**src/rtl/fetch_pkg.sv**
```systemverilog
// Shared fetch-stage types and constants used by the fetch queue, its sub-modules and benches.
package fetch_pkg;

    localparam int unsigned FETCH_ADDR_W = 32;
    localparam int unsigned FETCH_DATA_W = 32;
    localparam logic [FETCH_ADDR_W-1:0] RESET_PC = 32'h1c00_0000;
    localparam int unsigned INST_BYTES = 4;

    typedef struct packed {
        logic [FETCH_ADDR_W-1:0] pc;
        logic [FETCH_DATA_W-1:0] inst;
    } fetch_entry_t;

endpackage

```
**src/rtl/inst_fetch_queue_if.sv**
```systemverilog
// ICache request/response bus between the fetch front end (master) and the instruction cache (slave).
interface inst_fetch_queue_if #(
    parameter int unsigned ADDR_WIDTH = 32,
    parameter int unsigned DATA_WIDTH = 32
);

    logic                  icache_req;
    logic                  icache_ready;
    logic [ADDR_WIDTH-1:0] icache_addr;
    logic                  icache_rvalid;
    logic [DATA_WIDTH-1:0] icache_rdata;

    modport master (
        output icache_req,
        output icache_addr,
        input  icache_ready,
        input  icache_rvalid,
        input  icache_rdata
    );

    modport slave (
        input  icache_req,
        input  icache_addr,
        output icache_ready,
        output icache_rvalid,
        output icache_rdata
    );

endinterface

```
**src/rtl/inst_queue.sv**
```systemverilog
// Circular instruction FIFO with a registered head entry; supports push, pop and clear in one cycle.
module inst_queue #(
    parameter int unsigned PC_W   = 32,
    parameter int unsigned INST_W = 32,
    parameter int unsigned DEPTH  = 4,
    localparam int unsigned PTR_W = $clog2(DEPTH)
) (
    input  logic              clk,
    input  logic              rst,
    input  logic              clear_i,
    input  logic              push_i,
    input  logic [PC_W-1:0]   push_pc_i,
    input  logic [INST_W-1:0] push_inst_i,
    input  logic              pop_i,
    output logic [PC_W-1:0]   head_pc_o,
    output logic [INST_W-1:0] head_inst_o,
    output logic              head_valid_o,
    output logic [PTR_W:0]    count_o
);

    localparam logic [PTR_W:0] PTR_ONE = 1;

    logic [PC_W-1:0]   mem_pc_q   [DEPTH];
    logic [INST_W-1:0] mem_inst_q [DEPTH];
    logic [PTR_W:0]    rd_ptr_q, rd_ptr_d, wr_ptr_q, wr_ptr_d;
    logic [PC_W-1:0]   head_pc_q, head_pc_d;
    logic [INST_W-1:0] head_inst_q, head_inst_d;
    logic              head_valid_q, head_valid_d;
    logic [PTR_W:0]    count, count_after_pop;

    // The head is precomputed from pre-write storage, so a push into the slot
    // being vacated by a pop (full queue) cannot disturb the next head.
    always_comb begin
        count           = wr_ptr_q - rd_ptr_q;
        count_after_pop = pop_i ? count - PTR_ONE : count;
        rd_ptr_d        = rd_ptr_q;
        wr_ptr_d        = wr_ptr_q;
        head_pc_d       = '0;
        head_inst_d     = '0;
        head_valid_d    = 1'b0;
        if (clear_i) begin
            rd_ptr_d = '0;
            wr_ptr_d = '0;
        end else begin
            if (pop_i)  rd_ptr_d = rd_ptr_q + PTR_ONE;
            if (push_i) wr_ptr_d = wr_ptr_q + PTR_ONE;
            if (push_i && count_after_pop == '0) begin
                head_pc_d    = push_pc_i;
                head_inst_d  = push_inst_i;
                head_valid_d = 1'b1;
            end else if (count_after_pop != '0) begin
                head_pc_d    = mem_pc_q[rd_ptr_d[PTR_W-1:0]];
                head_inst_d  = mem_inst_q[rd_ptr_d[PTR_W-1:0]];
                head_valid_d = 1'b1;
            end
        end
    end

    always_ff @(posedge clk or posedge rst) begin
        if (rst) begin
            rd_ptr_q     <= '0;
            wr_ptr_q     <= '0;
            head_pc_q    <= '0;
            head_inst_q  <= '0;
            head_valid_q <= 1'b0;
        end else begin
            rd_ptr_q     <= rd_ptr_d;
            wr_ptr_q     <= wr_ptr_d;
            head_pc_q    <= head_pc_d;
            head_inst_q  <= head_inst_d;
            head_valid_q <= head_valid_d;
        end
    end

    always_ff @(posedge clk) begin
        if (push_i && !clear_i) begin
            mem_pc_q[wr_ptr_q[PTR_W-1:0]]   <= push_pc_i;
            mem_inst_q[wr_ptr_q[PTR_W-1:0]] <= push_inst_i;
        end
    end

    assign head_pc_o    = head_pc_q;
    assign head_inst_o  = head_inst_q;
    assign head_valid_o = head_valid_q;
    assign count_o      = count;

endmodule

```
**src/rtl/inst_fetch_queue.sv**
```systemverilog
// Fetch front end: credit-limited sequential ICache requests, in-order response queue, branch/flush redirect.
// Optional build macro FETCH_PERF_CNT_EN adds push and drop performance counters.
module inst_fetch_queue #(
    parameter int unsigned ADDR_WIDTH  = 32,
    parameter int unsigned DATA_WIDTH  = 32,
    parameter logic [ADDR_WIDTH-1:0] RESET_PC = fetch_pkg::RESET_PC,
    parameter int unsigned QUEUE_DEPTH = 4
) (
    input  logic                  clk,
    input  logic                  rst,
    input  logic                  branch_flag_i,
    input  logic [ADDR_WIDTH-1:0] branch_target_i,
    input  logic                  flush_i,
    input  logic [ADDR_WIDTH-1:0] flush_target_i,
    input  logic                  stall_i,
    inst_fetch_queue_if.master    icache,
    output logic [ADDR_WIDTH-1:0] if_pc_o,
    output logic [DATA_WIDTH-1:0] if_inst_o,
    output logic                  if_inst_valid_o
`ifdef FETCH_PERF_CNT_EN
    ,
    output logic [31:0]           perf_fetch_cnt_o,
    output logic [31:0]           perf_drop_cnt_o
`endif
);

    import fetch_pkg::*;

    localparam int unsigned CNT_W = $clog2(QUEUE_DEPTH) + 1;
    // Repeated redirects while the ICache is slow can stack stale responses beyond one queue's worth.
    localparam int unsigned DROP_W = CNT_W + 4;
    localparam logic [ADDR_WIDTH-1:0] PC_STEP = ADDR_WIDTH'(INST_BYTES);

    logic [ADDR_WIDTH-1:0] fetch_pc_q, fetch_pc_d, resp_pc_q, resp_pc_d;
    logic [CNT_W-1:0]      inflight_q, inflight_d;
    logic [DROP_W-1:0]     drop_cnt_q, drop_cnt_d;
    logic [CNT_W-1:0]      q_count;
    logic [CNT_W:0]        credit_used;
    logic                  q_head_valid;
    logic                  redirect, issue, resp_keep, resp_drop, pop;
    logic [ADDR_WIDTH-1:0] redirect_target;

    assign redirect        = flush_i | branch_flag_i;
    assign redirect_target = flush_i ? flush_target_i : branch_target_i;
    assign credit_used     = {1'b0, q_count} + {1'b0, inflight_q};
    assign icache.icache_req  = !rst && !redirect && (credit_used < (CNT_W+1)'(QUEUE_DEPTH));
    assign icache.icache_addr = fetch_pc_q;
    assign issue     = icache.icache_req && icache.icache_ready;
    assign resp_drop = icache.icache_rvalid && (redirect || drop_cnt_q != '0);
    assign resp_keep = icache.icache_rvalid && !resp_drop;
    assign pop       = q_head_valid && !stall_i && !redirect;

    always_comb begin
        fetch_pc_d = fetch_pc_q;
        resp_pc_d  = resp_pc_q;
        inflight_d = inflight_q;
        drop_cnt_d = drop_cnt_q;
        if (redirect) begin
            fetch_pc_d = redirect_target;
            resp_pc_d  = redirect_target;
            inflight_d = '0;
            drop_cnt_d = drop_cnt_q + DROP_W'(inflight_q) - DROP_W'(icache.icache_rvalid);
        end else begin
            if (issue)     fetch_pc_d = fetch_pc_q + PC_STEP;
            if (resp_keep) resp_pc_d  = resp_pc_q + PC_STEP;
            inflight_d = inflight_q + CNT_W'(issue) - CNT_W'(resp_keep);
            drop_cnt_d = drop_cnt_q - DROP_W'(resp_drop);
        end
    end

    always_ff @(posedge clk or posedge rst) begin
        if (rst) begin
            fetch_pc_q <= RESET_PC;
            resp_pc_q  <= RESET_PC;
            inflight_q <= '0;
            drop_cnt_q <= '0;
        end else begin
            fetch_pc_q <= fetch_pc_d;
            resp_pc_q  <= resp_pc_d;
            inflight_q <= inflight_d;
            drop_cnt_q <= drop_cnt_d;
        end
    end

    inst_queue #(
        .PC_W   (ADDR_WIDTH),
        .INST_W (DATA_WIDTH),
        .DEPTH  (QUEUE_DEPTH)
    ) u_queue (
        .clk          (clk),
        .rst          (rst),
        .clear_i      (redirect),
        .push_i       (resp_keep),
        .push_pc_i    (resp_pc_q),
        .push_inst_i  (icache.icache_rdata),
        .pop_i        (pop),
        .head_pc_o    (if_pc_o),
        .head_inst_o  (if_inst_o),
        .head_valid_o (q_head_valid),
        .count_o      (q_count)
    );

    assign if_inst_valid_o = q_head_valid;

`ifdef FETCH_PERF_CNT_EN
    logic [31:0] perf_fetch_cnt_q, perf_fetch_cnt_d, perf_drop_cnt_q, perf_drop_cnt_d;

    // Drops include entries still sitting in the queue when a redirect clears it.
    always_comb begin
        perf_fetch_cnt_d = perf_fetch_cnt_q + 32'(resp_keep);
        perf_drop_cnt_d  = perf_drop_cnt_q + 32'(resp_drop) + (redirect ? 32'(q_count) : 32'd0);
    end

    always_ff @(posedge clk or posedge rst) begin
        if (rst) begin
            perf_fetch_cnt_q <= '0;
            perf_drop_cnt_q  <= '0;
        end else begin
            perf_fetch_cnt_q <= perf_fetch_cnt_d;
            perf_drop_cnt_q  <= perf_drop_cnt_d;
        end
    end

    assign perf_fetch_cnt_o = perf_fetch_cnt_q;
    assign perf_drop_cnt_o  = perf_drop_cnt_q;
`endif

    stray_resp_chk: assert property (@(posedge clk) disable iff (rst)
        icache.icache_rvalid |-> (inflight_q != '0 || drop_cnt_q != '0));

endmodule

```
**src/flat_wrapper.sv**
```systemverilog
// flat-port wrapper written by rule: the top's interface ports become plain ports
module inst_fetch_queue_flat import fetch_pkg::*;
#(
    parameter int unsigned ADDR_WIDTH  = 32,
    parameter int unsigned DATA_WIDTH  = 32,
    parameter logic [ADDR_WIDTH-1:0] RESET_PC = fetch_pkg::RESET_PC,
    parameter int unsigned QUEUE_DEPTH = 4
)
  (clk, rst, branch_flag_i, branch_target_i, flush_i, flush_target_i, stall_i, if_pc_o, if_inst_o, if_inst_valid_o, icache_icache_req, icache_icache_addr, icache_icache_ready, icache_icache_rvalid, icache_icache_rdata);
  inst_fetch_queue_if #(.ADDR_WIDTH(ADDR_WIDTH), .DATA_WIDTH(DATA_WIDTH)) icache_i ();
  input  logic clk;
  input  logic rst;
  input  logic branch_flag_i;
  input  logic [ADDR_WIDTH-1:0] branch_target_i;
  input  logic flush_i;
  input  logic [ADDR_WIDTH-1:0] flush_target_i;
  input  logic stall_i;
  output logic [ADDR_WIDTH-1:0] if_pc_o;
  output logic [DATA_WIDTH-1:0] if_inst_o;
  output logic if_inst_valid_o;
  output wire logic [$bits(icache_i.icache_req)-1:0] icache_icache_req;
  output wire logic [$bits(icache_i.icache_addr)-1:0] icache_icache_addr;
  input wire logic [$bits(icache_i.icache_ready)-1:0] icache_icache_ready;
  input wire logic [$bits(icache_i.icache_rvalid)-1:0] icache_icache_rvalid;
  input wire logic [$bits(icache_i.icache_rdata)-1:0] icache_icache_rdata;
  assign icache_icache_req = icache_i.icache_req;
  assign icache_icache_addr = icache_i.icache_addr;
  assign icache_i.icache_ready = icache_icache_ready;
  assign icache_i.icache_rvalid = icache_icache_rvalid;
  assign icache_i.icache_rdata = icache_icache_rdata;
  inst_fetch_queue #(.ADDR_WIDTH(ADDR_WIDTH), .DATA_WIDTH(DATA_WIDTH), .RESET_PC(RESET_PC), .QUEUE_DEPTH(QUEUE_DEPTH)) u_core (.clk(clk), .rst(rst), .branch_flag_i(branch_flag_i), .branch_target_i(branch_target_i), .flush_i(flush_i), .flush_target_i(flush_target_i), .stall_i(stall_i), .icache(icache_i), .if_pc_o(if_pc_o), .if_inst_o(if_inst_o), .if_inst_valid_o(if_inst_valid_o));
endmodule
```
**config.mk**
```make
export PLATFORM = sky130hd
export DESIGN_NAME = inst_fetch_queue_flat
export DESIGN_NICKNAME = d
export VERILOG_FILES = /design/src/rtl/fetch_pkg.sv /design/src/rtl/inst_fetch_queue_if.sv /design/src/rtl/inst_queue.sv /design/src/rtl/inst_fetch_queue.sv /design/src/flat_wrapper.sv
export SDC_FILE = /design/constraint.sdc
export NUM_CORES = 1
export LEC_CHECK = 0
export ABC_AREA = 1
export CAP_MARGIN = 20
export CORE_MARGIN = 2
export CORE_UTILIZATION = 26
export CTS_BUF_LIST = sky130_fd_sc_hd__clkbuf_4 sky130_fd_sc_hd__clkbuf_8 sky130_fd_sc_hd__clkbuf_16
export DETAILED_ROUTE_END_ITERATION = 8
export HOLD_SLACK_MARGIN = 0.03
export PLACE_DENSITY_LB_ADDON = 0.3
export SYNTH_ARGS = -nofsm -noshare
export SYNTH_HDL_FRONTEND = slang
export SYNTH_SLANG_ARGS = --single-unit
```
**constraint.sdc**
```tcl
create_clock -name clk -period 4 [get_ports clk]
set_input_delay 0.4 -clock clk [delete_from_list [all_inputs] [get_ports clk]]
set_output_delay 0.4 -clock clk [all_outputs]
set_load 0.03 [all_outputs]
```
==> impl_metrics.tcl <==
set metrics [dict create \
    hpwl_mm 37.5 \
    min_period_ps 3390 \
    cpMostUsedCell "inv_1" \
    crit_slowest_cell "dfrtp_1" \
    grt_max_degree 72 \
    r2r_slack_ps 610 \
    cts_tree "built" \
    vias_per_cell 4.53 \
    layout_commonest_cell "nand2_1" \
    clock_latency_ps 590 \
    synth_cell_types 39 \
    async_flop_share 0.358 \
    cts_resized 0 \
    synth_top_family_by_area "simple AND/OR/NAND/NOR gates" \
    synth_edf_count 256 \
    grt_overflow 0 \
    gp_congestion 0.868 \
    vias 16000 \
    htreeDepth 2 \
    crit_fanout 6 \
    io_pins 201 \
    crit_chain "inv_1, ha_1, inv_1, fa_1, inv_1, nand3_1, nand2_1, inv_1, ha_1, nor2_1, nand2_1, nor2_1, nand2_1, inv_1, ha_1, inv_1, fa_1, xor2_1, nor2_1" \
    initial_core_util 0.263 \
    post_synth_and_or_nand_nor_area_fraction 0.252 \
    syn_area_um2 20000 \
    critPathBufInv 6 \
    drc 0 \
    finalClockSkew_ps 20.2 \
    post_cts_buffers 0 \
    dieHeight_um 281 \
    synth_xor_xnor_area_share 0.00657 \
    setup_viol 0 \
    slew_viol_final 0 \
    yosysSeqAreaShare 0.564 \
    worstMarginPinSlew_ps 1050 \
    antenna_found_initial 1 \
    syn_inst 2296 \
    clock.fmax_mhz 295 \
    slew-limit-headroom 0.301 \
    numClockSinks 399 \
    area_delta_synth_final_pct 23.9 \
    rsz0062_at_grt "no" \
    status "finished clean" \
    fin_util 0.326 \
    final_cell_mix "531 x nand2_1, 351 x inv_1, 300 x nand3_1" \
    hold_slack_ps 316 \
    vdd_drop_max_v 0.000318 \
    cts_buffers 48 \
    fp-row-count 101 \
    nets 2593 \
    critPathKind "flip-flop to flip-flop" \
    cellLeakagePower_uw 0.0104 \
    yosys_warnings 0 \
    routed_wirelength_mm 61.4 \
    grt_pass1_wl_mm 94.2 \
    path_delay_family "adder cells" \
    grt_usage 0.155 \
    ctsRootBufferMaster "clkbuf_16" \
    maxCapViolations 0 \
    hp-class "input port to asynchronous set/reset pin" \
    drive_gt1_frac 0.0612 \
    cp.required_ps 4420 \
    synth_mux_area_frac 0.000501 \
    fin_crit_sh 0.848 \
    wl_per_cell_um 17.4 \
    power.density_nw_per_um2 430 \
    critPathMaxStageDelay_ps 400 \
    clk_path_buf_depth 3 \
    synth_top_flop_cell "edfxtp_1" \
    cp.arrival_ps 3810 \
    crit_path_start_kind "flip-flop" \
    synth-seq-cells 399 \
    die_x_um 281 \
    clk_pin_slew_worst_paths_ps 60 \
    synthAdderAreaFrac 0.0199 \
    synth_compound_area_frac 0.0566 \
    avgSynthCellArea_um2 8.71 \
    hold_buffers 0 \
    io_buffers 200 \
    core-area_um2 76100 \
    final-hold-violation-count 0 \
    syn_nets 2429 \
    antenna_left 0 \
    fp.dieArea_um2 79100 \
    grt_pass1_vias 15700 \
    drt_iter0_drc 1108 \
    firstDrtPassIters 5 \
    critPathCaptureType "flip-flop" \
]
report_power, final:
| group | internal [µW] | switching [µW] |
|---|---|---|
| clock | 2800 | 1760 |
| sequential | 4570 | 254 |
| combinational | 500 | 763 |
flip-flops by register name, summed over array words and instances (netlist names):
name,flops
u_core.drop_cnt_q,7
u_core.icache.icache_addr,31
u_core.inflight_q,3
u_core.resp_pc_q,31
u_core.u_queue.head_inst_o,32
u_core.u_queue.head_pc_o,32
u_core.u_queue.head_valid_o,1
u_core.u_queue.mem_inst_q,128
u_core.u_queue.mem_pc_q,128
u_core.u_queue.rd_ptr_q,3
u_core.u_queue.wr_ptr_q,3
final cells by class:
class                           count  area, µm²
Fill cell                        7988      51300
Sequential cell                   399      11300
Multi-Input combinational cell   1419       6750
Timing Repair Buffer              236       2460
Clock buffer                       64       1370
Inverter                          356       1340
Tap cell                         1030       1290
Clock inverter                     25        288
Antenna cell                        1       2.50
metal layers:
metal,share of wire,global-route usage
met1,0.46,0.211
met2,0.46,0.252
met3,0.061,0.0306
met4,0.020,0.0421
met5,0,0
metrics by stage:
stage / total power, µW / std cells / area, µm² / setup TNS [ps] / setup slack, ps
floorplan: 5630 / 2296 / 20000 / -51260 / -267
global placement: 6160 / 3440 / 23100 / 0 / 618
detailed placement: 6160 / 3440 / 23100 / 0 / 590
CTS: 10800 / 3529 / 24800 / 0 / 590
global route: 11100 / 3530 / 24800 / 0 / 333
finish: 10600 / 3530 / 24800 / 0 / 610
synth_stat cells, types with 5 or more instances:
cell type,number,area share
a21oi_1,111,0.028
a22oi_1,5,0.0019
a31oi_1,15,0.0047
buf_1,8,0.0015
buf_2,66,0.017
buf_4,11,0.0041
buf_6,13,0.0073
clkbuf_1,24,0.0045
dfrtp_1,137,0.17
dfstp_2,6,0.0079
edfxtp_1,256,0.38
ha_1,27,0.017
inv_1,352,0.066
nand2_1,536,0.10
nand3_1,302,0.076
nand3b_1,9,0.0034
nand4_1,72,0.023
nor2_1,221,0.041
nor3_1,8,0.0020
o21ai_0,61,0.015
or2_2,5,0.0016
xor2_1,12,0.0053
path summary, 6_finish.rpt:
path                                                  from                       endpoint  cells after the start
max in group asynchronous                              rst  u_core.u_queue.head_inst_o[8]                      3
worst min register to register  u_core.u_queue.wr_ptr_q[2]     u_core.u_queue.wr_ptr_q[2]                      1
worst max register to register  u_core.u_queue.wr_ptr_q[0]           u_core.inflight_q[2]                     19
worst min-delay path                                   rst           u_core.resp_pc_q[21]                      2
min in group clk                        branch_target_i[1]            u_core.resp_pc_q[1]                      3
worst max-delay path            u_core.u_queue.wr_ptr_q[0]           u_core.inflight_q[2]                     19
logic make-up (layout without fill, tap and decap cells):
family | after synthesis | after routing
and+or+nand+nor | 1162 | 1162
xor gates and xnor gates | 15 | 15
adders and majority gates | 30 | 30
muxes | 1 | 1
AOI/OAI and AO/OA | 211 | 211
other | 0 | 1
DFF | 399 | 399
buffers and inverters | 478 | 681
Note: power is estimated with default switching activity, not from simulation.
